## config.mk

```make
export PLATFORM = sky130hd
export DESIGN_NAME = acc_slv_adapter
export DESIGN_NICKNAME = d
export VERILOG_FILES = /design/src/rtl/acc_pkg.sv /design/src/rtl/acc_id_fifo.sv /design/src/rtl/acc_slv_adapter.sv
export SDC_FILE = /design/constraint.sdc
export NUM_CORES = 1
export LEC_CHECK = 0
export ABC_AREA = 1
export BUFFER_PORTS_ARGS = -buffer_cell sky130_fd_sc_hd__buf_2
export CORE_MARGIN = 4
export CORE_UTILIZATION = 28
export CTS_CLUSTER_DIAMETER = 60
export CTS_CLUSTER_SIZE = 28
export DETAILED_ROUTE_END_ITERATION = 8
export GPL_TIMING_DRIVEN = 1
export PLACE_DENSITY = 0.66
export SLEW_MARGIN = 20
export SYNTH_ARGS = -nofsm -noshare
export SYNTH_HDL_FRONTEND = slang
export SYNTH_SLANG_ARGS = --single-unit
```

## constraint.sdc

```tcl
create_clock -name clk_i -period 1.8 [get_ports clk_i]
set_input_delay 0.18 -clock clk_i [delete_from_list [all_inputs] [get_ports clk_i]]
set_output_delay 0.18 -clock clk_i [all_outputs]
set_load 0.02 [all_outputs]
```

## src/rtl/acc_pkg.sv

```systemverilog
// Shared types and defaults for the accelerator slave adapter and its ID FIFO.
package acc_pkg;

  localparam int unsigned DefaultDepth     = 4;
  localparam int unsigned DefaultDataWidth = 32;
  localparam int unsigned DefaultIdWidth   = 4;

  typedef struct packed {
    logic [31:0]                 op;
    logic [DefaultDataWidth-1:0] arga;
    logic [DefaultIdWidth-1:0]   id;
  } acc_req_t;

  typedef struct packed {
    logic [DefaultDataWidth-1:0] data;
    logic [DefaultIdWidth-1:0]   id;
  } acc_rsp_t;

  typedef enum logic [1:0] {
    FifoIdle = 2'b00,
    FifoPush = 2'b01,
    FifoPop  = 2'b10,
    FifoBoth = 2'b11
  } fifo_op_e;

  function automatic fifo_op_e fifo_op(input logic push, input logic pop);
    return fifo_op_e'({pop, push});
  endfunction

endpackage

```

## src/rtl/acc_id_fifo.sv

```systemverilog
// In-order FIFO of request IDs awaiting a core result; pointers wrap modulo Depth.
module acc_id_fifo
  import acc_pkg::*;
#(
  parameter int unsigned Depth   = DefaultDepth,
  parameter int unsigned IdWidth = DefaultIdWidth
) (
  input  logic                       clk_i,
  input  logic                       rst_ni,
  input  logic                       push_i,
  input  logic [IdWidth-1:0]         id_i,
  input  logic                       pop_i,
  output logic [IdWidth-1:0]         id_o,
  output logic                       full_o,
  output logic                       empty_o,
  output logic [$clog2(Depth+1)-1:0] count_o
);

  localparam int unsigned PtrW = $clog2(Depth);
  localparam int unsigned CntW = $clog2(Depth+1);

  logic [IdWidth-1:0] mem_q [Depth];
  logic [IdWidth-1:0] mem_d [Depth];
  logic [PtrW-1:0]    wr_ptr_q, wr_ptr_d;
  logic [PtrW-1:0]    rd_ptr_q, rd_ptr_d;
  logic [CntW-1:0]    count_q, count_d;
  logic               do_push, do_pop;

  assign full_o  = (count_q == CntW'(Depth));
  assign empty_o = (count_q == '0);
  assign count_o = count_q;
  assign id_o    = mem_q[rd_ptr_q];

  assign do_push = push_i & ~full_o;
  assign do_pop  = pop_i & ~empty_o;

  always_comb begin
    mem_d    = mem_q;
    wr_ptr_d = wr_ptr_q;
    rd_ptr_d = rd_ptr_q;
    count_d  = count_q;
    if (do_push) begin
      mem_d[wr_ptr_q] = id_i;
      wr_ptr_d        = wr_ptr_q + PtrW'(1);
    end
    if (do_pop) begin
      rd_ptr_d = rd_ptr_q + PtrW'(1);
    end
    // Simultaneous push and pop leaves the occupancy unchanged.
    unique case (fifo_op(do_push, do_pop))
      FifoPush: count_d = count_q + CntW'(1);
      FifoPop:  count_d = count_q - CntW'(1);
      default:  count_d = count_q;
    endcase
  end

  always_ff @(posedge clk_i or negedge rst_ni) begin
    if (!rst_ni) begin
      for (int i = 0; i < int'(Depth); i++) begin
        mem_q[i] <= '0;
      end
      wr_ptr_q <= '0;
      rd_ptr_q <= '0;
      count_q  <= '0;
    end else begin
      mem_q    <= mem_d;
      wr_ptr_q <= wr_ptr_d;
      rd_ptr_q <= rd_ptr_d;
      count_q  <= count_d;
    end
  end

endmodule

```

## src/rtl/acc_slv_adapter.sv

```systemverilog
// Bridges an interconnect slave port to an in-order accelerator core, restoring request IDs.
// Defining ACC_ADAPTER_RSP_REG_EN adds a one-entry response register on the result path.
module acc_slv_adapter
  import acc_pkg::*;
#(
  parameter int unsigned DataWidth = 32,
  parameter int unsigned IdWidth   = 4,
  parameter int unsigned Depth     = DefaultDepth
) (
  input  logic                       clk_i,
  input  logic                       rst_ni,
  input  logic                       slv_q_valid_i,
  output logic                       slv_q_ready_o,
  input  logic [31:0]                slv_q_data_op_i,
  input  logic [DataWidth-1:0]       slv_q_data_arga_i,
  input  logic [IdWidth-1:0]         slv_q_id_i,
  output logic                       slv_p_valid_o,
  input  logic                       slv_p_ready_i,
  output logic [DataWidth-1:0]       slv_p_data_o,
  output logic [IdWidth-1:0]         slv_p_id_o,
  output logic                       acc_q_valid_o,
  input  logic                       acc_q_ready_i,
  output logic [31:0]                acc_q_data_op_o,
  output logic [DataWidth-1:0]       acc_q_data_arga_o,
  input  logic                       acc_p_valid_i,
  output logic                       acc_p_ready_o,
  input  logic [DataWidth-1:0]       acc_p_data_i,
  output logic [$clog2(Depth+1)-1:0] outstanding_o,
  output logic                       err_o
);

  logic               full, empty, push, pop;
  logic [IdWidth-1:0] head_id;
  logic               err_q, err_d;

  // Requests pass straight through; gating with rst_ni keeps handshakes quiet in reset.
  assign acc_q_valid_o     = rst_ni & slv_q_valid_i & ~full;
  assign slv_q_ready_o     = rst_ni & acc_q_ready_i & ~full;
  assign acc_q_data_op_o   = slv_q_data_op_i;
  assign acc_q_data_arga_o = slv_q_data_arga_i;
  assign push              = acc_q_valid_o & acc_q_ready_i;

`ifdef ACC_ADAPTER_RSP_REG_EN
  logic                 rsp_valid_q, rsp_valid_d;
  logic [DataWidth-1:0] rsp_data_q, rsp_data_d;
  logic [IdWidth-1:0]   rsp_id_q, rsp_id_d;

  assign acc_p_ready_o = ~rsp_valid_q | slv_p_ready_i | empty;
  assign pop           = acc_p_valid_i & acc_p_ready_o & ~empty;

  always_comb begin
    rsp_valid_d = rsp_valid_q;
    rsp_data_d  = rsp_data_q;
    rsp_id_d    = rsp_id_q;
    if (rsp_valid_q && slv_p_ready_i) begin
      rsp_valid_d = 1'b0;
    end
    if (pop) begin
      rsp_valid_d = 1'b1;
      rsp_data_d  = acc_p_data_i;
      rsp_id_d    = head_id;
    end
  end

  always_ff @(posedge clk_i or negedge rst_ni) begin
    if (!rst_ni) begin
      rsp_valid_q <= 1'b0;
      rsp_data_q  <= '0;
      rsp_id_q    <= '0;
    end else begin
      rsp_valid_q <= rsp_valid_d;
      rsp_data_q  <= rsp_data_d;
      rsp_id_q    <= rsp_id_d;
    end
  end

  assign slv_p_valid_o = rsp_valid_q;
  assign slv_p_data_o  = rsp_data_q;
  assign slv_p_id_o    = rsp_id_q;
`else
  // An empty FIFO means any core result is an orphan, so it is always accepted and dropped.
  assign acc_p_ready_o = slv_p_ready_i | empty;
  assign pop           = acc_p_valid_i & acc_p_ready_o & ~empty;
  assign slv_p_valid_o = rst_ni & acc_p_valid_i & ~empty;
  assign slv_p_data_o  = rst_ni ? acc_p_data_i : '0;
  assign slv_p_id_o    = rst_ni ? head_id : '0;
`endif

  assign err_d = err_q | (acc_p_valid_i & empty);

  always_ff @(posedge clk_i or negedge rst_ni) begin
    if (!rst_ni) begin
      err_q <= 1'b0;
    end else begin
      err_q <= err_d;
    end
  end

  assign err_o = err_q;

  acc_id_fifo #(
    .Depth  (Depth),
    .IdWidth(IdWidth)
  ) u_id_fifo (
    .clk_i  (clk_i),
    .rst_ni (rst_ni),
    .push_i (push),
    .id_i   (slv_q_id_i),
    .pop_i  (pop),
    .id_o   (head_id),
    .full_o (full),
    .empty_o(empty),
    .count_o(outstanding_o)
  );

endmodule

```

Yosys cells after proc, flatten, opt, wreduce, memory -nomap -nowiden
Cells that the tools add are included.
{"block": "word_totals", "regBits": 24, "latchBits": 0, "ramBits": 0, "rom_bits": 0, "inputBits": 106, "output_inout_bits": 108, "elab_cells": 48, "memories": 0}
{"block": "op_classes", "add_sub_neg": 4, "multipliers": 0, "div_mod_pow": 0, "magnitude_cmp": 3, "n_eq_ne": 3, "shift": 0, "mux": 9, "bitwise": 18, "reduce_logical": 3}
{"op": "$mux 32", "count": 1}
{"op": "$bwmux 16", "count": 1}
{"op": "$mux 4", "count": 4}
{"op": "$and 1x1->1", "count": 12}
{"op": "$bmux 4 s2", "count": 1}
{"op": "$demux 4 s2", "count": 1}
{"op": "$ge 3x3->1 const B", "count": 2}
{"op": "$not 2->3", "count": 2}
{"op": "$pmux 3 s2", "count": 1}
{"op": "$add 2x1->2 const B", "count": 2}
{"op": "$add 3x1->3 const B", "count": 1}
{"op": "$eq 3x3->1 const B", "count": 1}
{"op": "$logic_not 3->1", "count": 1}
{"op": "$lt 3x1->1 const B", "count": 1}
{"op": "$sub 3x1->3 const B", "count": 1}
{"op": "$eq 2x1->1 const B", "count": 1}
{"op": "$eq 2x2->1 const B", "count": 1}
{"op": "$not 1->1", "count": 2}
{"op": "$or 1x1->1", "count": 2}
{"op": "$reduce_bool 2->1", "count": 1}
{"op": "$logic_and 1x1->1", "count": 1}

Depth between registers and ports, before layout
Gate-level depths: netlist (run 1).
{"block": "depth", "word_depth": 7, "mapped_depth": 11, "depth_no_buf": 10}

By module
A second synthesis (run 1) with hierarchy kept.
{"block": "unflattened", "hier_cells": 308, "hier_area_um2": 2128.3}
{"mod": "acc_id_fifo", "n_inst": 1, "cells_per_inst": 152, "area_per_inst_um2": 1260.0, "seq_area_each_um2": 575.6}
{"mod": "acc_slv_adapter", "n_inst": 1, "cells_per_inst": 156, "area_per_inst_um2": 868.3, "seq_area_each_um2": 25.0}

Least setup slack after synthesis (run 1)
OpenSTA, ideal clock, no wires.
{"block": "synth_timing", "path_type": "reg2reg", "startpoint": "reg u_id_fifo.count_q[2] (netlist: u_id_fifo.count_o[2])", "endpoint": "reg u_id_fifo.count_q[2] (netlist: u_id_fifo.count_o[2])", "setup_ns": 0.079, "arrival_ns": 1.970, "required_ns": 1.721, "slack_ns": -0.249, "stages_incl_launch_ff": 11, "path_buffers": 0, "period_less_slack_ns": 2.049, "cell_sequence": "dfrtp_1 inv_1 nand2_1 nand3_1 inv_1 ha_1 inv_1 fa_1 or2_2 nand2_1 xor2_1"}
{"block": "synth_between", "elab_chain_len": 7, "elab_cells_between_ends": 17, "cone_classes": "add/sub: 2; eq/ne: 3; mux: 1; bitwise: 9; reduce/logical: 2"}
{"item": "from (decl)", "line": "acc_id_fifo.sv:26", "rtl": "logic [CntW-1:0] count_q, count_d;"}
{"item": "from (signal assigned)", "line": "acc_id_fifo.sv:69", "rtl": "count_q <= count_d;"}
{"item": "$logic_not 3->1 (*)", "line": "acc_id_fifo.sv:30", "rtl": "assign empty_o = (count_q == '0);"}
{"item": "$or 1x1->1", "line": "acc_slv_adapter.sv:82", "rtl": "assign acc_p_ready_o = slv_p_ready_i | empty;"}
{"item": "$and 1x1->1 (2 in a row)", "line": "acc_slv_adapter.sv:83", "rtl": "assign pop = acc_p_valid_i & acc_p_ready_o & ~empty;"}
{"item": "$and 1x1->1 (*)", "line": "acc_id_fifo.sv:35", "rtl": "assign do_pop = pop_i & ~empty_o;"}
{"item": "via u_id_fifo.do_pop", "line": "acc_id_fifo.sv:27", "rtl": "logic do_push, do_pop;"}
{"item": "$eq 2x2->1 / $eq 2x1->1 (equally long branches)", "line": "acc_id_fifo.sv:50", "rtl": "unique case (fifo_op(do_push, do_pop))"}
{"item": "$pmux 3 s2 / $reduce_bool 2->1 (equally long branches)"}
Mark *: on every way through the listed nets, which the timed path passes. The rest lies on a longest branch.
A chain may end at the register's enable or synchronous reset.

Worst setup path in the final report (run 1)
{"block": "layout_timing", "startpoint": "reg u_id_fifo.count_q[0] (netlist: u_id_fifo.count_o[0])", "endpoint": "reg u_id_fifo.count_q[2] (netlist: u_id_fifo.count_o[2])"}
{"block": "layout_between", "elab_chain_len": 7, "elab_cells_between_ends": 17, "cone_classes": "add/sub: 2; eq/ne: 3; mux: 1; bitwise: 9; reduce/logical: 2"}
{"item": "$logic_not 3->1 / $eq 3x3->1 (equally long branches)", "line": "acc_id_fifo.sv:30, acc_id_fifo.sv:29"}
{"item": "$or 1x1->1 / $not 1->1 (equally long branches)", "line": "acc_slv_adapter.sv:82, acc_id_fifo.sv:34, acc_slv_adapter.sv:37"}
{"item": "$and 1x1->1 (on tied branches)", "line": "acc_slv_adapter.sv:83, acc_slv_adapter.sv:37"}
{"item": "$and 1x1->1 (on tied branches)", "line": "acc_slv_adapter.sv:83, acc_slv_adapter.sv:41"}
{"item": "$and 1x1->1 (on tied branches)", "line": "acc_id_fifo.sv:35, acc_id_fifo.sv:34"}
{"item": "$eq 2x2->1 / $eq 2x1->1 (equally long branches)", "line": "acc_id_fifo.sv:50"}
{"item": "$pmux 3 s2 / $reduce_bool 2->1 (equally long branches)"}
Parallel ways exist; a longest one is shown, timed or not.

==> metrics.csv, run 1 <==
stage,metric,value,unit
yosys,ranking of synthesized cells by area,"dfrtp_1, buf_4, nand2_1",
die,DIE AREA,8780,um^2
place,hpwl dp,4.37,mm
detailed_routing,Detailed Route Iter0 Violations,91,
yosys,synthesized flop and latch total,24,
yosys,Synth top cells by count,"nand2_1, buf_4, inv_1",
die,Chip Width,93.7,um
yosys,Post-Synth XOR/XNOR Area,0.0170,
layout,Fill cells,787,
clock_network,cts bufs inserted,3,
grt,gr usage total,0.123,
critical_path,reg2reg start,u_id_fifo.count_o[0],
critical_path,crit path DAT,1960,ps
place,PortBufs,85,
yosys,Synth top area share,0.292,
yosys,ys async rst share,1.00,
sta,FMAX,568,MHz
detailed_routing,first drt pass iteration count,4,
sta,Slew @ Worst Pin,471,ps
layout,design area,2230,um^2
die,initial core utilization,0.295,
sta,worst hold slack,97.2,ps
grt,global-route wire length before repair,8.69,mm
die,num rows,30,
yosys,compound-gate portion of the synthesized area,0.0529,
place,GP Congestion,0.851,
flow_run,Max Cap Viol,0,
sta,final setup fails,0,
clock_network,CTS tree,built,
sta,Clock Skew,6.53,ps
detailed_routing,Antenna Violating Nets Remaining,0,
clock_network,clk root buf,clkbuf_8,
run_status,run status,completed,
yosys,Yosys cell types,24,
yosys,syn_nets,403,
yosys,"Avg Cell Area, Syn",7.07,um^2
yosys,synthesized area,2060,um^2
grt,initial antenna violation count,0,
yosys,top_reg_cell synth,dfrtp_1,
clock_network,Worst-Skew Late Latency,270,ps
critical_path,flop-to-flop setup slack,40,ps
layout,fraction of layout cells with a size suffix above 1,0.377,
layout,Final #Nets,431,
clock_network,Worst-path clk slew,90,ps
clock_network,CTS H-tree depth,1,
sta,fin crit period,1760,ps
pwr,static leakage,1.43,nW
sta,max_slew headroom,0.686,
detailed_routing,WL/cell,13.2,um
detailed_routing,Via Count,1813,
place,DP Area,2150,um^2
yosys,Post-Synthesis Cells,291,
critical_path,Worst Reg-to-Reg Cells,9,
die,Ports,214,
grt,largest net degree at the start of global routing,37,
critical_path,CP Max Fanout,4,
pwr,total power,2.77,mW
clock_network,CTS sink cnt,24,
sta,Tcrit/Tclk final,0.978,
pwr,Worst VDD drop,0.000480,V
die,core footprint,6980,um^2
critical_path,Required @ worst endpoint,2000,ps
yosys,largest family of logic cells by synthesized area,buffers and inverters,
layout,antenna cells,0,
detailed_routing,total wire length,5.48,mm
yosys,cell with the most instances after synthesis,nand2_1,
yosys,adder-cell share of the synthesized area,0.0401,
layout,Area Overhead vs Synth,8.64,%
yosys,yosys warns,0,
yosys,"area leader, netlist",dfrtp_1,
yosys,mux share of post-synthesis cell area,0,
critical_path,Setup crit start kind,flop,
detailed_routing,DRC,0,
grt,vias in the first global route,1896,
yosys,number of synthesized flops with an enable pin,0,
place,Place WS,-24.4,ps
critical_path,critical path endpoint category,flop,
clock_network,CTS max path bufs,2,
sta,"Hold Vio Cnt, Final",0,
critical_path,CP Class,flop to flop,
sta,unrepaired setup endpoints after global routing,yes,
detailed_routing,routed vias/inst,4.38,
pwr,PD cells,1240,nW/um^2
sta,fin. max-slew vios,0,
die,Vert. Die Dim,93.7,um
yosys,"Seq/Total Area, Yosys",0.292,
layout,"Core Util, Final",0.320,
grt,GRT overflow,0,
yosys,Simple-Gate Fraction of Synth Area,0.253,
critical_path,r2r endpoint,u_id_fifo.count_o[2],
worst_hold_path,Hold Path Class,primary input to asynchronous set/reset pin,
sta,worst setup margin,39.7,ps
final cells by class:
class | count | area, um^2 | area share
Multi-Input combinational cell | 148 | 777 | 0.348
Clock buffer | 4 | 55.1 | 0.0246
Sequential cell | 24 | 604 | 0.270
Tap cell | 96 | 120 | 0.0538
Timing Repair Buffer | 96 | 505 | 0.226
Inverter | 46 | 173 | 0.0773
placed cells by master, fill, tap and decap left out:
cell | Yosys | routed
inv_2 | 2 | 5
buf_2 | 3 | 86
a21oi_1 | 6 | 6
xor2_1 | 2 | 2
or2_2 | 2 | 1
dfrtp_2 | 0 | 3
o21ai_0 | 11 | 11
nand4_2 | 1 | 1
buf_4 | 65 | 10
nand2_2 | 1 | 4
fa_2 | 0 | 1
o21bai_1 | 1 | 1
nor2_1 | 18 | 18
ha_4 | 0 | 1
dfrtp_1 | 24 | 21
nand3_2 | 0 | 1
nor2_4 | 1 | 1
nand2_1 | 75 | 72
xnor2_1 | 2 | 2
nand4_1 | 19 | 19
inv_1 | 44 | 41
or2_4 | 0 | 1
ha_1 | 5 | 4
a21oi_4 | 1 | 1
clkbuf_8 | 0 | 4
nor3_1 | 1 | 1
how the worst max path moves through the flow:
| stage | startpoint | end | slack (ps) |
|---|---|---|---|
| after floorplan | u_id_fifo.count_o[0] | u_id_fifo.count_o[2] | -70 |
| after global placement | u_id_fifo.count_o[0] | u_id_fifo.count_o[2] | 10 |
| after detailed placement | u_id_fifo.count_o[0] | u_id_fifo.count_o[2] | -20 |
| after CTS | u_id_fifo.count_o[1] | u_id_fifo.count_o[2] | 4 |
| after global routing | u_id_fifo.count_o[0] | u_id_fifo.count_o[2] | -70 |
| final | u_id_fifo.count_o[0] | u_id_fifo.count_o[2] | 40 |
power by group:
part	total (mW)	internal [mW]	leakage (nW)	switching, mW
Clock	0.373	0.195	0.0288	0.178
Sequential	1.01	0.794	0.294	0.213
Combinational	1.39	0.545	1.11	0.842
critical path: stages, from the launching register on:
cell	delay, ps
dfrtp_2	430
nor2_4	170
a21oi_4	80
nand2_2	90
ha_4	130
inv_2	40
fa_2	320
or2_4	250
nand2_2	50
xor2_1	130
metal layers:
metal,track usage,vias to the layer above,share of wire
met1,0.133,802,0.36
met3,0.0441,14,0.13
li1,-,875,-
met5,0,-,0
met4,0.0313,0,0.016
met2,0.225,122,0.49
timing repair:
| item | in CTS | in global routing |
|---|---|---|
| setup buffers | 1 | 0 |
| pin swaps | 4 | 2 |
| hold buffers | 1 | 0 |
| resized for setup | 2 | 3 |
| endpoints found under the hold margin | 20 | 0 |
| setup endpoints to repair | 1 | 6 |
state kept, by name, indices dropped and copies added (netlist names):
register / count
u_id_fifo.mem_q: 16
u_id_fifo.wr_ptr_q: 2
err_o: 1
u_id_fifo.rd_ptr_q: 2
u_id_fifo.count_o: 3
cells by family (layout without fill, tap and decap cells):
kind of cell | count (synthesis) | after routing
and+or+nand+nor | 119 | 119
buffers and inverters | 119 | 146
DFF | 24 | 24
AOI/OAI and AO/OA | 19 | 19
adders and majority gates | 6 | 6
xor gates and xnor gates | 4 | 4
through the flow:
stage,TNS (ps),std cells
after floorplan,-74.9,291
after global placement,0,408
after detailed placement,-24.4,408
after CTS,0,414
after global routing,-71.0,414
final,0,414
(Power assumes the default switching activity.)
==> run 2: changes to the inputs <==
--- a/config.mk
+++ b/config.mk
@@ -13,7 +13,7 @@
 export CTS_CLUSTER_SIZE = 28
 export DETAILED_ROUTE_END_ITERATION = 8
 export GPL_TIMING_DRIVEN = 1
-export PLACE_DENSITY = 0.66
+export PLACE_DENSITY_LB_ADDON = 0.25
 export SLEW_MARGIN = 20
 export SYNTH_ARGS = -nofsm -noshare
 export SYNTH_HDL_FRONTEND = slang
==> run 2 against run 1 <==
Compared with the run above: first-iteration DRC count is 27% lower; hold slack better by 31 ps; sequential power hardly changed; worst setup slack worse by 4.2 ps; register-to-register slack hardly changed; non-clock buffer count is 1 higher; final area is 2.7% higher; combinational power is 6% higher.
==> metrics.csv, run 2 (synthesis results as in run 1) <==
stage,metric,value,unit
layout,Final #Nets,432,
layout,antenna cells,0,
detailed_routing,total wire length,5.36,mm
clock_network,CTS tree,built,
die,initial core utilization,0.295,
layout,"most common cell after layout, fill and taps aside",buf_2,
critical_path,Setup crit start kind,flop,
layout,Multi-input gate area,777,um^2
critical_path,CP bufs+invs,1,
layout,most flop-heavy register,u_id_fifo.mem_q,
critical_path,Crit path max-delay family,simple AND/OR/NAND/NOR gates,
place,hpwl dp,4.11,mm
grt,vias in the first global route,1766,
critical_path,CP max stage cell,dfrtp_2,
grt,largest net degree at the start of global routing,58,
detailed_routing,Via Count,1793,
critical_path,crit path from,u_id_fifo.count_o[0],
sta,Slew @ Worst Pin,261,ps
clock_network,CTS max path bufs,2,
detailed_routing,Detailed Route Iter0 Violations,66,
critical_path,"most used cell, CP",nand2_2,
critical_path,reg2reg start,u_id_fifo.count_o[0],
clock_network,CTS sink cnt,24,
place,PortBufs,85,
grt,gr usage total,0.119,
sta,worst hold slack,128,ps
pwr,PD cells,1290,nW/um^2
die,DIE AREA,8780,um^2
layout,Fill cells,784,
sta,Clock Skew,2.01,ps
sta,max_slew headroom,0.826,
critical_path,max incr delay on CP,430,ps
pwr,Worst VDD drop,0.000340,V
critical_path,CP Max Fanout,3,
sta,final setup fails,0,
clock_network,Worst-Skew Late Latency,270,ps
worst_hold_path,Hold Path Class,primary input to asynchronous set/reset pin,
critical_path,end point of the critical path,u_id_fifo.count_o[2],
grt,global-route wire length before repair,8.38,mm
sta,fin crit period,1760,ps
detailed_routing,WL/cell,12.9,um
sta,Tcrit/Tclk final,0.980,
layout,most frequent cells in the layout,"buf_2, nand2_1, inv_1, dfrtp_1, nand4_1",
critical_path,CP Class,flop to flop,
die,Ports,214,
critical_path,critical path endpoint category,flop,
clock_network,CTS H-tree depth,1,
die,num rows,30,
pwr,total power,2.96,mW
critical_path,Worst Reg-to-Reg Cells,9,
clock_network,Worst-path clk slew,90,ps
clock_network,clk root buf,clkbuf_8,
detailed_routing,DRC,0,
clock_network,cts bufs inserted,3,
flow_run,Max Cap Viol,0,
critical_path,r2r endpoint,u_id_fifo.count_o[2],
sta,unrepaired setup endpoints after global routing,yes,
die,Vert. Die Dim,93.7,um
sta,fin. max-slew vios,0,
die,Chip Width,93.7,um
sta,FMAX,567,MHz
grt,GRT overflow,0,
detailed_routing,first drt pass iteration count,4,
sta,Setup TNS,0,ps
critical_path,stages on the worst setup path,9,
layout,Area Overhead vs Synth,11.6,%
detailed_routing,Antenna Violating Nets Remaining,0,
layout,max FFs per register,16,
die,core footprint,6980,um^2
layout,design area,2290,um^2
layout,fraction of layout cells with a size suffix above 1,0.382,
detailed_routing,routed vias/inst,4.32,
critical_path,flop-to-flop setup slack,40,ps
place,GP Congestion,0.797,
critical_path,cells along the critical path,nor2_4 -> a21oi_4 -> nand2_2 -> ha_4 -> inv_2 -> fa_2 -> or2_4 -> nand2_2 -> xor2_1,
pwr,static leakage,1.45,nW
sta,"Hold Vio Cnt, Final",0,
grt,initial antenna violation count,0,
critical_path,Required @ worst endpoint,2000,ps
place,DP Area,2150,um^2
layout,Register Area,606,um^2
critical_path,crit path DAT,1960,ps
run_status,run status,completed,
==> run 2: changes by cell type in the layout (fill, tap and decap cells not counted), sizes merged <==
cell	before	now
buf	96	97
clkbuf	4	3
bufinv	0	1
clkinvlp	0	1
inv	46	45
==> run 2: cell type report <==
cell class | instances | area share
timing repair buffer | 97 | 0.237
sequential | 24 | 0.264
clock inverter | 1 | 0.0131
inverter | 46 | 0.0769
multi-input combinational | 148 | 0.339
tap | 96 | 0.0523
clock buffer | 3 | 0.0180
==> run 2: worst register-to-register path, cell delays in order (launching register included) <==
cell and delay, ps:
dfrtp_2 430, nor2_4 160, a21oi_4 70, nand2_2 80, ha_4 130, inv_2 40, fa_2 330, or2_4 250
nand2_2 60, xor2_1 140
==> run 2: how the worst min path moves through the flow <==
stage               slack (ps)            endpoint  depth (start not counted)
global placement           330  u_id_fifo.mem_q[8]                          2
global route               170  u_id_fifo.mem_q[3]                          3
CTS                         50  u_id_fifo.mem_q[8]                          2
detailed placement         350  u_id_fifo.mem_q[8]                          2
floorplan                 -120               err_o                          0
finish                     130  u_id_fifo.mem_q[1]                          3
==> run 2: timing repair <==
action / in CTS / in global routing
endpoints found under the setup margin: 1 / 8
resized for setup: 2 / 5
endpoints found under the hold margin: 0 / 24
hold buffers: 0 / 1
pin swaps: 3 / 4
setup buffers: 0 / 2
==> run 2: per-stage QoR <==
step                 util  cells  worst slack (ps)
finish              0.329    415              35.5
global route        0.329    415             -72.8
CTS                 0.320    412              11.4
detailed placement  0.308    408             -6.02
global placement    0.308    408              8.25
floorplan               -    291             -74.9
==> run 2: layer usage <==
layer / vias up / wire (um) / GRT usage
met5: - / 0 / 0
met4: 0 / 19 / 0.0241
met3: 4 / 568 / 0.0409
met2: 97 / 2640 / 0.201
met1: 818 / 2140 / 0.145
li1: 874 / - / -
==> run 2: power breakdown <==
part	total (mW)	leakage (nW)	internal [mW]	switching, mW
Combinational	1.48	1.12	0.609	0.871
Sequential	1.00	0.293	0.797	0.204
Clock	0.483	0.0357	0.298	0.185
==> run 3: changes to the inputs <==
--- a/config.mk
+++ b/config.mk
@@ -6,12 +6,12 @@
 export NUM_CORES = 1
 export LEC_CHECK = 0
 export ABC_AREA = 1
-export BUFFER_PORTS_ARGS = -buffer_cell sky130_fd_sc_hd__buf_2
 export CORE_MARGIN = 4
 export CORE_UTILIZATION = 28
 export CTS_CLUSTER_DIAMETER = 60
 export CTS_CLUSTER_SIZE = 28
 export DETAILED_ROUTE_END_ITERATION = 8
+export DONT_BUFFER_PORTS = 1
 export GPL_TIMING_DRIVEN = 1
 export PLACE_DENSITY_LB_ADDON = 0.25
 export SLEW_MARGIN = 20
==> run 3 against run 2 <==
Compared with the run above: power decreased by 3.7%; maximum frequency rose by 0.50%; count of clock-buffer cells in the layout is the same; sequential share of layout area grew 5.4 points; via count decreased by 15%; first-iteration DRC count down 3.0%; flip-flop and latch count stayed put; critical path type unchanged; largest power group unchanged.
==> metrics.csv, run 3 (synthesis results as in run 1) <==
stage,metric,value,unit
sta,fin crit period,1760,ps
grt,largest net degree at the start of global routing,36,
critical_path,crit path from,u_id_fifo.count_o[0],
sta,worst setup margin,44.2,ps
sta,Tcrit/Tclk final,0.975,
place,PortBufs,0,
layout,Register Area,607,um^2
critical_path,CP max stage cell,dfrtp_2,
critical_path,end point of the critical path,u_id_fifo.count_o[2],
critical_path,CP Class,flop to flop,
critical_path,r2r endpoint,u_id_fifo.count_o[2],
die,Ports,214,
sta,max_slew headroom,0.663,
sta,FMAX,570,MHz
clock_network,CTS tree,built,
die,core footprint,6980,um^2
critical_path,Setup crit start kind,flop,
pwr,PD cells,1500,nW/um^2
place,Place WS,-23.8,ps
layout,Fill cells,795,
die,DIE AREA,8780,um^2
detailed_routing,total wire length,4.99,mm
layout,most flop-heavy register,u_id_fifo.mem_q,
die,Vert. Die Dim,93.7,um
die,initial core utilization,0.295,
sta,Slew @ Worst Pin,506,ps
sta,worst hold slack,46.1,ps
layout,fraction of layout cells with a size suffix above 1,0.178,
critical_path,flop-to-flop setup slack,40,ps
sta,unrepaired setup endpoints after global routing,yes,
clock_network,clk root buf,clkbuf_8,
detailed_routing,metal2 WL,2.42,mm
worst_hold_path,Hold Path Class,primary input to flop,
clock_network,Worst-Skew Late Latency,270,ps
critical_path,CP Max Fanout,3,
detailed_routing,WL/cell,14.8,um
grt,gr usage total,0.112,
critical_path,reg2reg start,u_id_fifo.count_o[0],
die,num rows,30,
place,hpwl dp,3.84,mm
pwr,Worst VDD drop,0.000436,V
critical_path,CP bufs+invs,1,
flow_run,Max Cap Viol,0,
layout,Layout Cells excl Fill,337,
grt,initial antenna violation count,0,
layout,"most common cell after layout, fill and taps aside",nand2_1,
critical_path,Crit path max-delay family,simple AND/OR/NAND/NOR gates,
clock_network,CTS sink cnt,24,
run_status,run status,completed,
layout,max FFs per register,16,
sta,"Hold Vio Cnt, Final",0,
detailed_routing,DRC,0,
detailed_routing,top sig layer,met4,
sta,fin. max-slew vios,0,
layout,Multi-input gate area,777,um^2
clock_network,cts bufs inserted,3,
detailed_routing,Antenna Violating Nets Remaining,0,
die,Chip Width,93.7,um
grt,vias in the first global route,1563,
layout,most frequent cells in the layout,"nand2_1, inv_1, nand4_1, dfrtp_1, nor2_1",
layout,Area Overhead vs Synth,-7.18,%
pwr,static leakage,1.11,nW
grt,global-route wire length before repair,7.81,mm
critical_path,"most used cell, CP",nand2_2,
place,GP Congestion,0.751,
layout,Final #Nets,354,
clock_network,CTS H-tree depth,1,
critical_path,Worst Reg-to-Reg Cells,9,
clock_network,CTS max path bufs,2,
place,placed cell count,328,
sta,Clock Skew,8.18,ps
detailed_routing,routed vias/inst,4.54,
critical_path,Required @ worst endpoint,2000,ps
critical_path,cells along the critical path,nor2_4 -> a21oi_4 -> nand2_2 -> ha_4 -> inv_2 -> fa_2 -> or2_4 -> nand2_2 -> xor2_1,
layout,"Core Util, Final",0.273,
grt,GRT overflow,0,
detailed_routing,first drt pass iteration count,4,
clock_network,Worst-path clk slew,100,ps
critical_path,stages on the worst setup path,9,
detailed_routing,met1 WL,1.93,mm
detailed_routing,Detailed Route Iter0 Violations,64,
critical_path,crit path DAT,1960,ps
detailed_routing,Via Count,1531,
critical_path,critical path endpoint category,flop,
layout,antenna cells,0,
sta,final setup fails,0,
detailed_routing,WL met3,619,um
critical_path,max incr delay on CP,430,ps
run 3: metrics by stage:
stage / power, mW / instance area, um^2 / TNS, ps
2_1_floorplan: 2.12 / 2080 / -74.9
3_3_place_gp: 2.28 / 1760 / -3.84
3_5_place_dp: 2.28 / 1760 / -23.8
4_1_cts: 2.83 / 1890 / 0
5_1_grt: 3.13 / 1910 / -63.3
6_report: 2.85 / 1910 / 0
run 3: where the power goes:
| part | total [mW] | switching, mW | leakage [nW] | internal (mW) |
|---|---|---|---|---|
| clock network | 0.485 | 0.188 | 0.0357 | 0.298 |
| registers | 0.990 | 0.192 | 0.292 | 0.799 |
| logic | 1.38 | 0.831 | 0.784 | 0.548 |
run 3: final cells by class:
type                       instances  area share
tap                               96      0.0629
multi-input combinational        148       0.407
sequential                        24       0.318
clock buffer                       3      0.0216
inverter                          46      0.0924
clock inverter                     1      0.0157
timing repair buffer              19      0.0826
run 3: repair_timing:
action	in CTS	in global routing
pin swaps	3	2
endpoints found under the setup margin	1	5
resized for setup	2	5
setup buffers	1	2
hold endpoints to repair	24	0
hold buffers	2	0
run 3: worst register-to-register path, cell delays in order (launching register included):
cell and delay (ps):
dfrtp_2 430, nor2_4 160, a21oi_4 80, nand2_2 80, ha_4 130, inv_2 40
fa_2 330, or2_4 250, nand2_2 60, xor2_1 130
run 3: per-layer routing:
| layer | global-route usage | vias up |
|---|---|---|
| met5 | 0 | - |
| met4 | 0.0205 | 0 |
| met3 | 0.0409 | 4 |
| met2 | 0.192 | 104 |
| met1 | 0.134 | 703 |
| li1 | - | 720 |
run 3: worst min-delay path by stage:
stage,from,endpoint,slack [ps],cells after the start
after floorplan,rst_ni,err_o,-120,0
after global placement,rst_ni,u_id_fifo.mem_q[8],-110,0
after detailed placement,rst_ni,u_id_fifo.mem_q[8],-110,0
after CTS,slv_q_id_i[2],u_id_fifo.mem_q[10],40,2
after global routing,acc_p_valid_i,err_o,40,2
final,slv_q_id_i[2],u_id_fifo.mem_q[10],50,2
